## src/rtl/codebook_b10_f_dec.sv

```systemverilog
// Bit-serial decoder for the codebook-10 flush codewords: collects MSB-first bits
// until a 12/13/17/18-bit codeword matches, then presents its active-prefix length and word.
module codebook_b10_f_dec #(
  parameter int CODEBOOK_LENGTH_MAX = 64
) (
  input  logic                           clk_i,
  input  logic                           rst_n_i,
  input  logic                           bit_valid_i,
  input  logic                           bit_i,
  output logic                           bit_ready_o,
  output logic                           ap_valid_o,
  input  logic                           ap_ready_i,
  output logic [5:0]                     ap_cnt_o,
  output logic [CODEBOOK_LENGTH_MAX-1:0] ap_data_o,
  output logic                           ap_err_o
);

  typedef enum logic {ACCUM = 1'b0, HOLD = 1'b1} state_t;

  state_t      state, state_next;
  // The 18th bit never lands in sr: every 18-bit candidate either matches or errors and clears.
  logic [16:0] sr;
  logic [4:0]  len;
  logic [4:0]  len_next;
  logic [17:0] cand;
  logic        accept;
  logic        hit;
  logic        load;
  logic        load_err;
  logic [53:0] entry;
  logic [5:0]  cnt13;

  assign bit_ready_o = (state == ACCUM) || ap_ready_i;
  assign ap_valid_o  = (state == HOLD);
  assign accept      = bit_valid_i && bit_ready_o;
  assign cand        = {sr, bit_i};
  assign len_next    = len + 5'd1;
  assign cnt13       = {3'b000, cand[2:0]} + 6'd3;

  // Table lookup: entry packs {cnt, data}; a non-zero cnt marks a hit.
  always_comb begin
    entry = '0;
    case (len_next)
      5'd12: begin
        case (cand[11:0])
          12'hFFA: entry = {6'd1, 48'hF};
          12'hFFB: entry = {6'd2, 48'h0F};
          default: entry = '0;
        endcase
      end
      5'd13: begin
        if (cand[12:3] == 10'h3FF && cand[2:0] != 3'h7)
          entry = {cnt13, 48'hF};
      end
      5'd17: begin
        case (cand[16:0])
          17'h1FFF0: entry = {6'd2, 48'h1F};
          17'h1FFF1: entry = {6'd3, 48'h01F};
          17'h1FFF2: entry = {6'd3, 48'h10F};
          17'h1FFF3: entry = {6'd4, 48'h001F};
          17'h1FFF4: entry = {6'd4, 48'h010F};
          17'h1FFF5: entry = {6'd4, 48'h100F};
          17'h1FFF6: entry = {6'd6, 48'h00002F};
          default:   entry = '0;
        endcase
      end
      5'd18: begin
        case (cand)
          18'h3FFEE: entry = {6'd7,  48'h000002F};
          18'h3FFEF: entry = {6'd7,  48'h000020F};
          18'h3FFF0: entry = {6'd8,  48'h0000002F};
          18'h3FFF1: entry = {6'd8,  48'h0000020F};
          18'h3FFF2: entry = {6'd8,  48'h0000200F};
          18'h3FFF3: entry = {6'd9,  48'h00000001F};
          18'h3FFF4: entry = {6'd9,  48'h00000002F};
          18'h3FFF5: entry = {6'd9,  48'h00000020F};
          18'h3FFF6: entry = {6'd9,  48'h00000200F};
          18'h3FFF7: entry = {6'd9,  48'h00002000F};
          18'h3FFF8: entry = {6'd10, 48'h000000001F};
          18'h3FFF9: entry = {6'd10, 48'h000000002F};
          18'h3FFFA: entry = {6'd10, 48'h000000010F};
          18'h3FFFB: entry = {6'd10, 48'h000000020F};
          18'h3FFFC: entry = {6'd11, 48'h0000000010F};
          18'h3FFFD: entry = {6'd11, 48'h0000000100F};
          18'h3FFFE: entry = {6'd12, 48'h00000000100F};
          18'h3FFFF: entry = {6'd12, 48'h00000001000F};
          default:   entry = '0;
        endcase
      end
      default: entry = '0;
    endcase
  end

  assign hit = (entry[53:48] != 6'd0);

  // A pending result is released by ap_ready_i; a completing codeword reloads in the same cycle.
  always_comb begin
    state_next = state;
    load       = 1'b0;
    load_err   = 1'b0;
    if (state == HOLD && ap_ready_i)
      state_next = ACCUM;
    if (accept) begin
      if (hit) begin
        load       = 1'b1;
        state_next = HOLD;
      end else if (len_next == 5'd18) begin
        load_err   = 1'b1;
        state_next = HOLD;
      end
    end
  end

  always_ff @(posedge clk_i or negedge rst_n_i) begin
    if (!rst_n_i)
      state <= ACCUM;
    else
      state <= state_next;
  end

  always_ff @(posedge clk_i or negedge rst_n_i) begin
    if (!rst_n_i) begin
      sr  <= '0;
      len <= '0;
    end else if (load || load_err) begin
      sr  <= '0;
      len <= '0;
    end else if (accept) begin
      sr  <= cand[16:0];
      len <= len_next;
    end
  end

  always_ff @(posedge clk_i or negedge rst_n_i) begin
    if (!rst_n_i) begin
      ap_cnt_o  <= '0;
      ap_data_o <= '0;
      ap_err_o  <= 1'b0;
    end else if (load) begin
      ap_cnt_o  <= entry[53:48];
      ap_data_o <= CODEBOOK_LENGTH_MAX'(entry[47:0]);
      ap_err_o  <= 1'b0;
    end else if (load_err) begin
      ap_cnt_o  <= '0;
      ap_data_o <= '0;
      ap_err_o  <= 1'b1;
    end
  end

endmodule

```

## config.mk

```make
export PLATFORM = sky130hd
export DESIGN_NAME = codebook_b10_f_dec
export DESIGN_NICKNAME = d
export VERILOG_FILES = /design/src/rtl/codebook_b10_f_dec.sv
export SDC_FILE = /design/constraint.sdc
export NUM_CORES = 1
export LEC_CHECK = 0
export ABC_AREA = 1
export BUFFER_PORTS_ARGS = -buffer_cell sky130_fd_sc_hd__buf_4
export CORE_MARGIN = 2
export CORE_UTILIZATION = 62
export CTS_CLUSTER_DIAMETER = 200
export DETAILED_ROUTE_END_ITERATION = 16
export MAX_ROUTING_LAYER = met4
export PLACE_DENSITY = 0.88
export SKIP_CTS_REPAIR_TIMING = 1
export SLEW_MARGIN = 40
export SYNTH_ARGS = -nofsm -noshare
export SYNTH_HDL_FRONTEND = slang
export SYNTH_SLANG_ARGS = --single-unit
```

## constraint.sdc

```tcl
create_clock -name clk_i -period 4.35 [get_ports clk_i]
set_input_delay 0.87 -clock clk_i [delete_from_list [all_inputs] [get_ports clk_i]]
set_output_delay 0.87 -clock clk_i [all_outputs]
set_load 0.05 [all_outputs]
```

* Word-level counts from Yosys, hierarchy flattened
Index checks and enable logic that the tools add are counted.
** Word-level totals
- Register bits :: 94
** Operators by class
- $add $sub $neg :: 2
- Equality and inequality tests :: 33
- Mux-type cells :: 24
- Bitwise logic cells :: 1
- Reductions and logical operators :: 8
** Operators by type and width (number)
- case mux 52 bit (18 select lines) :: 1
- case mux 51 bit (7 select lines) :: 1
- equality test 18 bit (second input constant) :: 18
- case mux 52 bit (4 select lines) :: 1
- two-way mux 64 bit :: 2
- equality test 17 bit (second input constant) :: 7
- case mux 50 bit (2 select lines) :: 1
- two-way mux 52 bit :: 1
- two-way mux 17 bit :: 2
- equality test 12 bit (second input constant) :: 2
- two-way mux 6 bit :: 2
- two-way mux 1 bit :: 11
- equality test 10 bit (second input constant) :: 1
- equality test 5 x 4 -> 1 bit (second input constant) :: 2
- equality test 5 bit (second input constant) :: 2
- two-way mux 5 bit :: 2
- nonzero test 6 bit :: 1
- adder 5 x 1 -> 5 bit (second input constant) :: 1
- adder 3 x 2 -> 4 bit (second input constant) :: 1
- nonzero test 2 bit :: 2
- logical AND 1 bit :: 3
- inequality test 3 bit (second input constant) :: 1
- logical OR 1 bit :: 2
- inverter 1 bit :: 1

* Depth between registers and ports, before layout
Gate-level depths: netlist of run 1.
- Depth after elaboration :: 9
- Depth in mapped cells :: 19
- Depth with buffers taken out :: 18

* Worst setup path before layout of run 1
OpenSTA, ideal clock, no wires.
- Path type :: input -> register
- From :: in bit_i
- To :: reg ap_err_o
- Setup time :: 118 ps
- Arrival time :: 2565 ps
- Data required time :: 4232 ps
- Slack :: 1667 ps
- Stages on the path :: 15
- Cells stage by stage :: inv_1 -> ha_1 -> inv_1 -> nor3_2 -> inv_2 -> a21oi_2 -> nand2_1 -> nand2_4 -> nand2_1 -> nand2_1 -> nor2_4 -> nand2_4 -> nand2_8 -> buf_8 -> o21a_4
** On the way
- Cells in the longest elaborated chain, start to end :: 8
** RTL lines
- from (decl) :: line 9 : input logic bit_i,
- branches (longest 3 deep; another with case mux 52 bit (18 select lines))
- case mux 52 bit (4 select lines) * :: line 43 : case (len_next)
- nonzero test 6 bit * :: line 94 : assign hit = (entry[53:48] != 6'd0);
- two-way mux 1 bit :: line 104 : if (hit) begin
- two-way mux 1 bit :: line 103 : if (accept) begin
- two-way mux 1 bit / nonzero test 2 bit (equally long branches)
- to (signal assigned) :: line 138 : ap_err_o <= 1'b0;
- to (signal assigned) :: line 142 : ap_err_o <= 1'b0;
- to (signal assigned) :: line 146 : ap_err_o <= 1'b1;
- to (decl) :: line 15 : output logic ap_err_o
Mark *: on every way between the ends.
A chain may end at the register's enable or synchronous reset.

* Worst setup path in the final report of run 1
- From :: reg len[0]
- To :: reg sr[4]
** On the way
- Cells in the longest elaborated chain, start to end :: 8
** RTL lines
- from (decl) :: line 23 : logic [4:0] len;
- from (signal assigned) :: line 130 : len <= len_next;
- adder 5 x 1 -> 5 bit * :: line 37 : assign len_next = len + 5'd1;
- equality test 5 bit, or another cell as far along :: line 43, 107
- case mux 52 bit (4 select lines) :: line 43
- nonzero test 6 bit :: line 94
- two-way mux 1 bit :: line 104
- two-way mux 1 bit :: line 103
- logical OR 1 bit * :: line 125 : end else if (load || load_err) begin
- two-way mux 17 bit / nonzero test 2 bit (equally long branches)
- to (signal assigned) :: line 129 : sr <= cand[16:0];
- to (decl) :: line 22 : logic [16:0] sr;
Mark *: on every way between the ends. The rest lies on a longest branch, timed or not.

==> results of run 1 <==
-- synthesized netlist by cell type, drive strengths merged --
| cell type | count |
|---|---|
| a21o | 2 |
| a21oi | 9 |
| a22oi | 1 |
| a32oi | 1 |
| a41oi | 1 |
| and2 | 2 |
| buf | 71 |
| clkbuf | 7 |
| clkinv | 1 |
| conb | 1 |
| dfrtp | 37 |
| ha | 8 |
| inv | 56 |
| nand2 | 161 |
| nand3 | 91 |
| nand3b | 1 |
| nand4 | 11 |
| nor2 | 87 |
| nor3 | 11 |
| nor4 | 2 |
| o211a | 1 |
| o211ai | 2 |
| o21a | 1 |
| o21ai | 23 |
| o311ai | 1 |
| o31ai | 4 |
| or3 | 1 |
| xnor2 | 2 |
| xor2 | 3 |
-- tightest hold or removal path, delay by kind of cell (launching register included) --
| family | cells | cell delay [ns] |
|---|---|---|
| simple gates | 2 | 0.12 |
| flops | 1 | 0.37 |
-- where the power goes --
group / switching, mW / internal [mW] / leakage, nW
Sequential: 0.103 / 0.412 / 0.493
Combinational: 0.428 / 0.150 / 1.67
Clock: 0.142 / 0.231 / 0.0687
Total: 0.673 / 0.793 / 2.23
-- layout make-up --
| cell class | instances | area (sq um) |
|---|---|---|
| Multi-Input combinational cell | 480 | 2590 |
| Fill cell | 599 | 2220 |
| Sequential cell | 37 | 926 |
| Inverter | 57 | 219 |
| Timing Repair Buffer | 26 | 195 |
| Tap cell | 77 | 96.3 |
| Clock buffer | 5 | 68.8 |
| Clock inverter | 3 | 68.8 |
-- registers in the layout, summed over array words and instances (netlist names) --
signal,flops
sr,17
ap_err_o,1
ap_valid_o,1
ap_data_o,9
ap_cnt_o,4
len,5
-- stage by stage --
step                instance area [sq um]   util  hold slack, ns
global route                         4170  0.653           0.539
detailed placement                   4020  0.630           0.487
global placement                     4020  0.630           0.485
finish                               4170  0.653           0.508
CTS                                  4160  0.652           0.510
floorplan                            4320      -           0.469
-- how the worst max path moves through the flow --
stage                    endpoint
global placement         ap_err_o
CTS                 ap_data_o[13]
detailed placement  ap_data_o[13]
floorplan                ap_err_o
finish                      sr[4]
global route          ap_cnt_o[0]
-- cell families after synthesis --
kind of cell	Yosys count	share of synthesized area
AO/OA/AOI/OAI	46	0.0722
XOR/XNOR	5	0.0124
adder cells (fa/ha/maj)	8	0.0243
buffers and inverters	135	0.196
flip-flops	37	0.225
other	1	0.000909
AND/OR/NAND/NOR	367	0.469
-- per-layer routing --
metal / global-route usage / up-vias / routed length, microns
li1: - / 1829 / -
met1: 0.411 / 1781 / 4610
met2: 0.510 / 156 / 5190
met3: 0.0423 / 26 / 598
met4: 0.120 / 0 / 325
met5: - / - / 0
==> results by group, run 1 <==
GRT
  • Largest net degree at the start of global routing: 38
  • Total Routing Usage GR: 0.318
  • Number of antenna violations at the first check in global routing: 0
  • Global-route wire length before repair: 17900 microns
  • Total gr overflow: 0
  • Via count of the first global-routing pass: 3631

Setup path
  • Cell count of the worst reg-to-reg path: 12
  • Type of destination of the critical path: register
  • Count of buffering cells on the critical path with inverters included: 4
  • WP data arrival: 3.11 ns
  • Data required time of the critical path: 4.53 ns
  • Crit path kind: reg -> reg
  • Critical Path, Cell by Cell: ha_1 > nand3_2 > xor2_2 > inv_2 > nand2_1 > nor2_4 > inv_1 > nor2_2 > clkinv_1 > buf_4 > nand3_2 > nand2_1
  • Slowest cell on the critical path: dfrtp_1
  • Slack of the worst reg-to-reg path: 1.42 ns
  • Type of element launching the critical path: register
  • Biggest fanout along the worst timing path: 23
  • Destination of the worst register-to-register timing path: sr[4]
  • Number of cells on the critical path: 12
  • Slowest stage delay, CP: 0.47 ns
  • Crit. Startpoint: len[0]
  • FF-to-FF Start: len[0]
  • Family with the most delay on the worst path: buffers and inverters

Min path
  • Min-delay worst type: reg -> reg
  • Endpoint of the worst hold path: sr[16]
  • Min-delay src: sr[16]
  • Hold Path Stages: 2

Synth
  • Mapped Avg Cell Area: 6.88 sq um
  • Synth Register Bits: 37
  • Proportion of synthesized chip area in sequential cells: 0.225
  • Count of synthesis-stage warnings from yosys: 0
  • Number of cells produced by synthesis: 599
  • Syn Std Cell Area: 4120 sq um
  • Post-synthesis cell type count: 49
  • Portion of synthesized cell area occupied by the leading cell type: 0.225
  • Ranking of synthesized cells by area: dfrtp_1 (22%), nand2_1 (13%), buf_4 (11%), nand3_1 (7.5%), nand3_2 (6.8%)
  • Cell type with the largest total area after synthesis: dfrtp_1

STA
  • Final setup skew: 0.0175 ns
  • Tmin final: 2.93 ns
  • Final hold violation count: 0
  • Period utilization: 0.674
  • Final slew viol count: 0
  • Post-route worst setup slack: 1.42 ns
  • Worst slew slack as a fraction of its limit: 0.567
  • Highest clock rate: 341 MHz
  • Slew at the pin with the worst max-slew slack: 0.647 ns
  • Final Setup Violations: 0
  • TNS Setup: 0 ns
  • Unrepaired setup endpoints after global routing: no

Flow run
  • # Max-Cap Violations: 0

Floorplan
  • Top-Level Pins: 78
  • Die height: 85.6 microns
  • Die footprint: 7320 sq um
  • Number of standard-cell rows in the floorplan: 29
  • Die width: 85.6 microns
  • Area of the placeable core: 6390 sq um
  • Initial core utilization: 0.646

Detailed routing
  • Drt wl/cell: 15.7 microns
  • Routed vias/inst: 5.54
  • Total Wirelength: 10700 microns
  • First DRT Iteration DRCs: 276
  • Detailed-route via count: 3792
  • DRC: 0
  • Antenna viol nets, final: 0
  • Pre-Repair DR Iteration Count: 5

Finish
  • Area Growth Syn to Fin: 1.06%
  • Most frequent cells in the layout: nand2_1 (146), nor2_1 (69), nand3_1 (62)
  • Final std cells w/o fill: 685
  • Number of diodes added for antenna fixing: 0
  • Final Net Count: 620
  • Leading cell type in the layout, fill and taps excluded: nand2_1
  • Share of final-layout standard cells stronger than drive strength 1: 0.196

Clock network
  • Clk pin slew, worst setup/hold paths: 0.09 ns
  • CTS Root Buffer Type: clkbuf_8
  • Clock Latency Late Sink: 0.31 ns
  • CTS Sinks: 37
  • Number of H-tree branching levels: 2
  • Number of buffers added by the clock tree synthesis step: 5
  • Buffers from clock root to sink, at most: 2
  • CTS tree: yes

Power
  • Power per Cell Area: 352 nW/um^2
  • Leakage: 2.23 nW
  • Peak VDD IR: 0.296 mV
  • Sum of internal, switching and leakage power: 1.47 mW

Place
  • DP HPWL: 8220 microns
  • Number of input and output port buffers inserted: 23
  • Final GP Congestion: 1.00
  • Placed insts: 677
  • Worst Setup Slack post-DPL: 1.20 ns

Status
  • Run status: finished, final reports clean
(Power assumes the default switching activity.)
==> inputs of run 2 (changes only) <==
--- a/config.mk
+++ b/config.mk
@@ -8,11 +8,11 @@
 export ABC_AREA = 1
 export BUFFER_PORTS_ARGS = -buffer_cell sky130_fd_sc_hd__buf_4
 export CORE_MARGIN = 2
-export CORE_UTILIZATION = 62
+export CORE_UTILIZATION = 52
 export CTS_CLUSTER_DIAMETER = 200
 export DETAILED_ROUTE_END_ITERATION = 16
 export MAX_ROUTING_LAYER = met4
-export PLACE_DENSITY = 0.88
+export PLACE_DENSITY = 0.79
 export SKIP_CTS_REPAIR_TIMING = 1
 export SLEW_MARGIN = 40
 export SYNTH_ARGS = -nofsm -noshare
==> constraint.sdc (replaced) <==
create_clock -name clk_i -period 2.4 [get_ports clk_i]
set_input_delay 0.48 -clock clk_i [delete_from_list [all_inputs] [get_ports clk_i]]
set_output_delay 0.48 -clock clk_i [all_outputs]
set_load 0.05 [all_outputs]
==> run 2 against run 1 <==
Compared with the run above:
- the flow now finishes with violations (setup timing)
- worst setup slack worse by 1.4 ns
- final cell count is 17% higher
- total power is 98% higher
- combinational power is 150% higher
- cell area is 28% higher
- via count is 7.5% higher
- worst hold slack worse by 0.37 ns
- count of clock-buffer cells in the layout is 1 higher
- routed wire length is 17% higher
- sequential cell count stayed put
- clock power is 48% higher
==> results by group, run 2 (same netlist as run 1, synthesis figures left out) <==
Power
  • Sum of internal, switching and leakage power: 2.90 mW
  • Power per Cell Area: 545 nW/um^2
  • Leakage: 2.77 nW
  • Peak VDD IR: 0.520 mV

Floorplan
  • Die width: 93.1 microns
  • Area of the placeable core: 7690 sq um
  • Initial core utilization: 0.536
  • Die footprint: 8660 sq um
  • Number of standard-cell rows in the floorplan: 32
  • Top-Level Pins: 78
  • Die height: 93.1 microns

Min path
  • Min-delay worst type: in -> async

Detailed routing
  • Detailed-route via count: 4076
  • Pre-Repair DR Iteration Count: 5
  • Routed vias/inst: 5.10
  • DRC: 0
  • Antenna viol nets, final: 0
  • Drt wl/cell: 15.7 microns
  • Total Wirelength: 12500 microns
  • First DRT Iteration DRCs: 257

Status
  • Violations in the final reports: setup timing
  • Run status: finished with violations

Setup path
  • WP data arrival: 2.60 ns
  • FF-to-FF Start: len[0]
  • Cell count of the worst reg-to-reg path: 16
  • Destination of the worst register-to-register timing path: sr[5]
  • Crit path kind: reg -> reg
  • Type of destination of the critical path: register
  • Data required time of the critical path: 2.58 ns
  • Biggest fanout along the worst timing path: 9
  • Type of element launching the critical path: register
  • Slack of the worst reg-to-reg path: -0.02 ns

GRT
  • Via count of the first global-routing pass: 3652
  • Number of antenna violations at the first check in global routing: 0
  • Total Routing Usage GR: 0.276
  • Largest net degree at the start of global routing: 45
  • Global-route wire length before repair: 18400 microns
  • Total gr overflow: 0

Finish
  • Share of final-layout standard cells stronger than drive strength 1: 0.400
  • Fillers: 704
  • Final Net Count: 710
  • Flip-flop count of the largest register after layout: 17
  • Number of diodes added for antenna fixing: 0
  • Leading cell type in the layout, fill and taps excluded: nand2_1
  • Footprint of the flip-flops and latches: 932 sq um
  • Most frequent cells in the layout: nand2_1 (120), buf_4 (104), nor2_1 (58)
  • Area Growth Syn to Fin: 28.9%
  • Registers with the most flip-flops: sr (17), ap_data_o (9), len (5)
  • Area taken by multi-input logic gates: 3050 sq um
  • Largest reg by FF count: sr

Place
  • Number of input and output port buffers inserted: 23
  • Final GP Congestion: 1.00
  • DP HPWL: 8880 microns

Clock network
  • Buffers from clock root to sink, at most: 2
  • Clk pin slew, worst setup/hold paths: 0.08 ns
  • Clock Latency Late Sink: 0.29 ns
  • CTS Sinks: 37
  • CTS tree: yes
  • CTS Root Buffer Type: clkbuf_8
  • Number of H-tree branching levels: 2
  • Number of buffers added by the clock tree synthesis step: 5

STA
  • Final setup skew: 0.00391 ns
  • Unrepaired setup endpoints after global routing: yes
  • TNS Setup: -0.0661 ns
  • Final slew viol count: 0
  • Period utilization: 1.01
  • Highest clock rate: 414 MHz
  • Post-route worst setup slack: -0.0167 ns
  • Tmin final: 2.42 ns
  • Final hold violation count: 0
  • Final Setup Violations: 8
  • Worst slew slack as a fraction of its limit: 0.252
  • Slew at the pin with the worst max-slew slack: 1.12 ns
  • Final-layout worst hold slack: 0.138 ns

Flow run
  • # Max-Cap Violations: 0
## run 2: layout make-up
type / instances / area share
well taps: 102 / 0.0240
clock inverters: 2 / 0.00730
repair buffers: 111 / 0.163
multi-input cells: 485 / 0.573
flip-flops and latches: 37 / 0.175
clock buffers: 6 / 0.0137
inverters: 57 / 0.0435
## run 2: worst max-delay path by stage
stage / startpoint / end / slack, ns
after floorplan: bit_i / ap_err_o / 0.11
after global placement: bit_i / ap_cnt_o[0] / -0.17
after detailed placement: bit_i / ap_cnt_o[0] / -0.24
after CTS: len[1] / ap_data_o[12] / -0.14
after global routing: len[0] / sr[5] / -0.15
final: len[0] / sr[5] / -0.02
## run 2: routing by layer
layer / vias up / global-route usage / routed length, microns
met5: - / - / 0
met4: 0 / 0.0748 / 418
met3: 27 / 0.0306 / 492
met2: 124 / 0.473 / 6440
met1: 1908 / 0.349 / 5190
li1: 2017 / - / -
## run 2: critical path, stage by stage (launching register included)
cell and delay, ns:
dfrtp_1 0.38, buf_6 0.11, ha_4 0.18, nand3_4 0.08
xor2_2 0.19, buf_4 0.15, nor3_2 0.19, buf_6 0.17
nand2_1 0.06, o21ai_0 0.08, nor2_1 0.08, nand2_2 0.08
nor2_4 0.05, nand2_8 0.16, nand2_4 0.16, nand3_2 0.12
nand2_1 0.06
## run 2: report_power, final
group | internal [mW] | switching [mW] | total (mW)
registers | 0.752 | 0.166 | 0.918
clock network | 0.312 | 0.240 | 0.552
logic | 0.490 | 0.939 | 1.43
## run 2: through the flow
step	cells	setup WS, ns	instance area (sq um)	util
CTS	768	-0.139	4600	0.599
detailed placement	760	-0.239	4490	0.584
global route	800	-0.153	5320	0.692
global placement	760	-0.166	4490	0.584
floorplan	652	0.107	4320	-
finish	800	-0.0167	5320	0.692
==> inputs of run 3 (changes only) <==
--- a/config.mk
+++ b/config.mk
@@ -13,7 +13,6 @@
 export DETAILED_ROUTE_END_ITERATION = 16
 export MAX_ROUTING_LAYER = met4
 export PLACE_DENSITY = 0.79
-export SKIP_CTS_REPAIR_TIMING = 1
 export SLEW_MARGIN = 40
 export SYNTH_ARGS = -nofsm -noshare
 export SYNTH_HDL_FRONTEND = slang
==> run 3 against run 2 <==
Compared with the run above:
- the flow now finishes without violations
- count of clock-buffer cells in the layout stayed put
- first-iteration DRC count is 13% higher
- critical path depth is 2 higher
- worst setup slack better by 0.056 ns
- cell area is 1.6% higher
- clock power hardly changed
- die area stayed put
- register-to-register slack better by 0.06 ns
- sequential power is 1% lower
- largest cell class unchanged
==> results by group, run 3 (same netlist as run 1, synthesis figures left out) <==
Status
  • Run status: finished, final reports clean

Detailed routing
  • Drt wl/cell: 16.0 microns
  • Total Wirelength: 12900 microns
  • Pre-Repair DR Iteration Count: 5
  • Detailed-route via count: 4223
  • Routed vias/inst: 5.21
  • DRC: 0
  • Antenna viol nets, final: 0
  • First DRT Iteration DRCs: 290

STA
  • Final setup skew: 0.00972 ns
  • Post-route worst setup slack: 0.0392 ns
  • Period utilization: 0.984
  • Slew at the pin with the worst max-slew slack: 0.781 ns
  • Final hold violation count: 0
  • Final slew viol count: 0
  • Final Setup Violations: 0
  • Highest clock rate: 424 MHz
  • Worst slew slack as a fraction of its limit: 0.479
  • Unrepaired setup endpoints after global routing: yes
  • Tmin final: 2.36 ns

Setup path
  • FF-to-FF Start: sr[9]
  • Family with the most delay on the worst path: simple AND/OR/NAND/NOR gates
  • Slowest stage delay, CP: 0.42 ns
  • CP most frequent cell: nand2_2
  • Critical Path, Cell by Cell: nand2_2 > nor2_8 > nand2_4 > buf_6 > nor2_8 > o21ai_4 > nand2_2 > nor2_2 > nand2_1 > nand2_2 > nand2_4 > nand2_2 > nand2_2 > nor2_4 > nand2_8 > nand2_8 > nand3_2 > nand2_1
  • Type of element launching the critical path: register
  • Data required time of the critical path: 2.57 ns
  • Crit path kind: reg -> reg
  • Type of destination of the critical path: register
  • Slowest cell on the critical path: dfrtp_1
  • WP data arrival: 2.53 ns
  • Slack of the worst reg-to-reg path: 0.04 ns
  • Count of buffering cells on the critical path with inverters included: 1
  • Biggest fanout along the worst timing path: 8
  • Crit. Startpoint: sr[9]

Clock network
  • Clock Latency Late Sink: 0.29 ns
  • Clk pin slew, worst setup/hold paths: 0.08 ns
  • CTS tree: yes
  • Number of H-tree branching levels: 2
  • CTS Root Buffer Type: clkbuf_8
  • Number of buffers added by the clock tree synthesis step: 5
  • CTS Sinks: 37
  • Buffers from clock root to sink, at most: 2

Finish
  • Leading cell type in the layout, fill and taps excluded: nand2_1
  • Area Growth Syn to Fin: 31.0%
  • Registers with the most flip-flops: sr (17), ap_data_o (9), len (5)
  • Final Net Count: 720
  • Fillers: 678
  • Number of diodes added for antenna fixing: 0
  • Cell area after layout: 5400 sq um
  • Core Util, Final: 0.703
  • Largest reg by FF count: sr
  • Share of final-layout standard cells stronger than drive strength 1: 0.408
  • Most frequent cells in the layout: nand2_1 (123), buf_4 (110), nor2_1 (59)
  • Flip-flop count of the largest register after layout: 17

Floorplan
  • Die width: 93.1 microns
  • Die height: 93.1 microns
  • Number of standard-cell rows in the floorplan: 32
  • Die footprint: 8660 sq um
  • Area of the placeable core: 7690 sq um
  • Top-Level Pins: 78
  • Initial core utilization: 0.536

GRT
  • Total gr overflow: 0
  • Largest net degree at the start of global routing: 45
  • Total Routing Usage GR: 0.290
  • Number of antenna violations at the first check in global routing: 0
  • Via count of the first global-routing pass: 3736
  • Global-route wire length before repair: 19200 microns

Power
  • Power per Cell Area: 536 nW/um^2
  • Leakage: 2.80 nW
  • Peak VDD IR: 0.520 mV

Place
  • DP HPWL: 8880 microns
  • Number of input and output port buffers inserted: 23
  • Placement-stage cell area: 4490 sq um
  • Final GP Congestion: 1.00
  • Worst Setup Slack post-DPL: -0.239 ns

Flow run
  • # Max-Cap Violations: 0

Min path
  • Min-delay worst type: in -> async
run 3: changes by cell type in the layout (fill, tap and decap cells not counted), sizes merged:
cell   before  now
buf       111  119
nand2     166  168
run 3: worst register-to-register path, cell delays in order, from the launching register on:
cell and delay [ns]:
dfrtp_1 0.42, nand2_2 0.13, nor2_8 0.16, nand2_4 0.09, buf_6 0.14, nor2_8 0.16, o21ai_4 0.09, nand2_2 0.08
nor2_2 0.03, nand2_1 0.08, nand2_2 0.08, nand2_4 0.12, nand2_2 0.06, nand2_2 0.07, nor2_4 0.05, nand2_8 0.20
nand2_8 0.14, nand3_2 0.10, nand2_1 0.06
run 3: per-stage QoR:
stage | std cells | power, mW | hold WS, ns | TNS [ns]
6_report | 810 | 2.89 | 0.145 | 0
5_1_grt | 810 | 3.06 | 0.175 | -2.30
4_1_cts | 775 | 2.64 | 0.175 | 0
3_5_place_dp | 760 | 2.07 | 0.491 | -7.55
3_3_place_gp | 760 | 2.03 | 0.482 | -4.82
2_1_floorplan | 652 | 1.86 | 0.184 | 0
run 3: final cells by class:
| class | count | area (sq um) | area share |
|---|---|---|---|
| Multi-Input combinational cell | 487 | 3060 | 0.567 |
| Timing Repair Buffer | 119 | 936 | 0.173 |
| Sequential cell | 37 | 932 | 0.172 |
| Inverter | 57 | 234 | 0.0433 |
| Tap cell | 102 | 128 | 0.0236 |
| Clock buffer | 6 | 72.6 | 0.0134 |
| Clock inverter | 2 | 38.8 | 0.00718 |
run 3: worst paths after layout:
path,endpoint,depth (start not counted)
setup / recovery,ap_data_o[8],18
hold / removal,sr[0],1
setup reg to reg,ap_data_o[8],18
hold reg to reg,sr[16],2
max in group asynchronous,sr[4],1
min in group clk_i,ap_valid_o,4
run 3: metal layers:
metal,vias up,share of wire,global-route usage,wire [microns]
met5,-,0,-,0
met4,0,0.035,0.0846,450
met3,36,0.058,0.0298,754
met2,157,0.51,0.493,6580
met1,1985,0.40,0.368,5160
li1,2045,-,-,-
run 3: where the power goes:
group	switching (mW)	total (mW)	internal (mW)
clock network	0.241	0.553	0.312
logic	0.943	1.43	0.490
registers	0.157	0.908	0.751
total	1.34	2.89	1.55
run 3: repair_timing:
| action | CTS | global route |
|---|---|---|
| pin swaps | 4 | 42 |
| setup buffers | 4 | 32 |
| cloned | 3 | 4 |
| resized for setup | 13 | 100 |
| hold buffers | 0 | 0 |
| endpoints found under the setup margin | 37 | 37 |
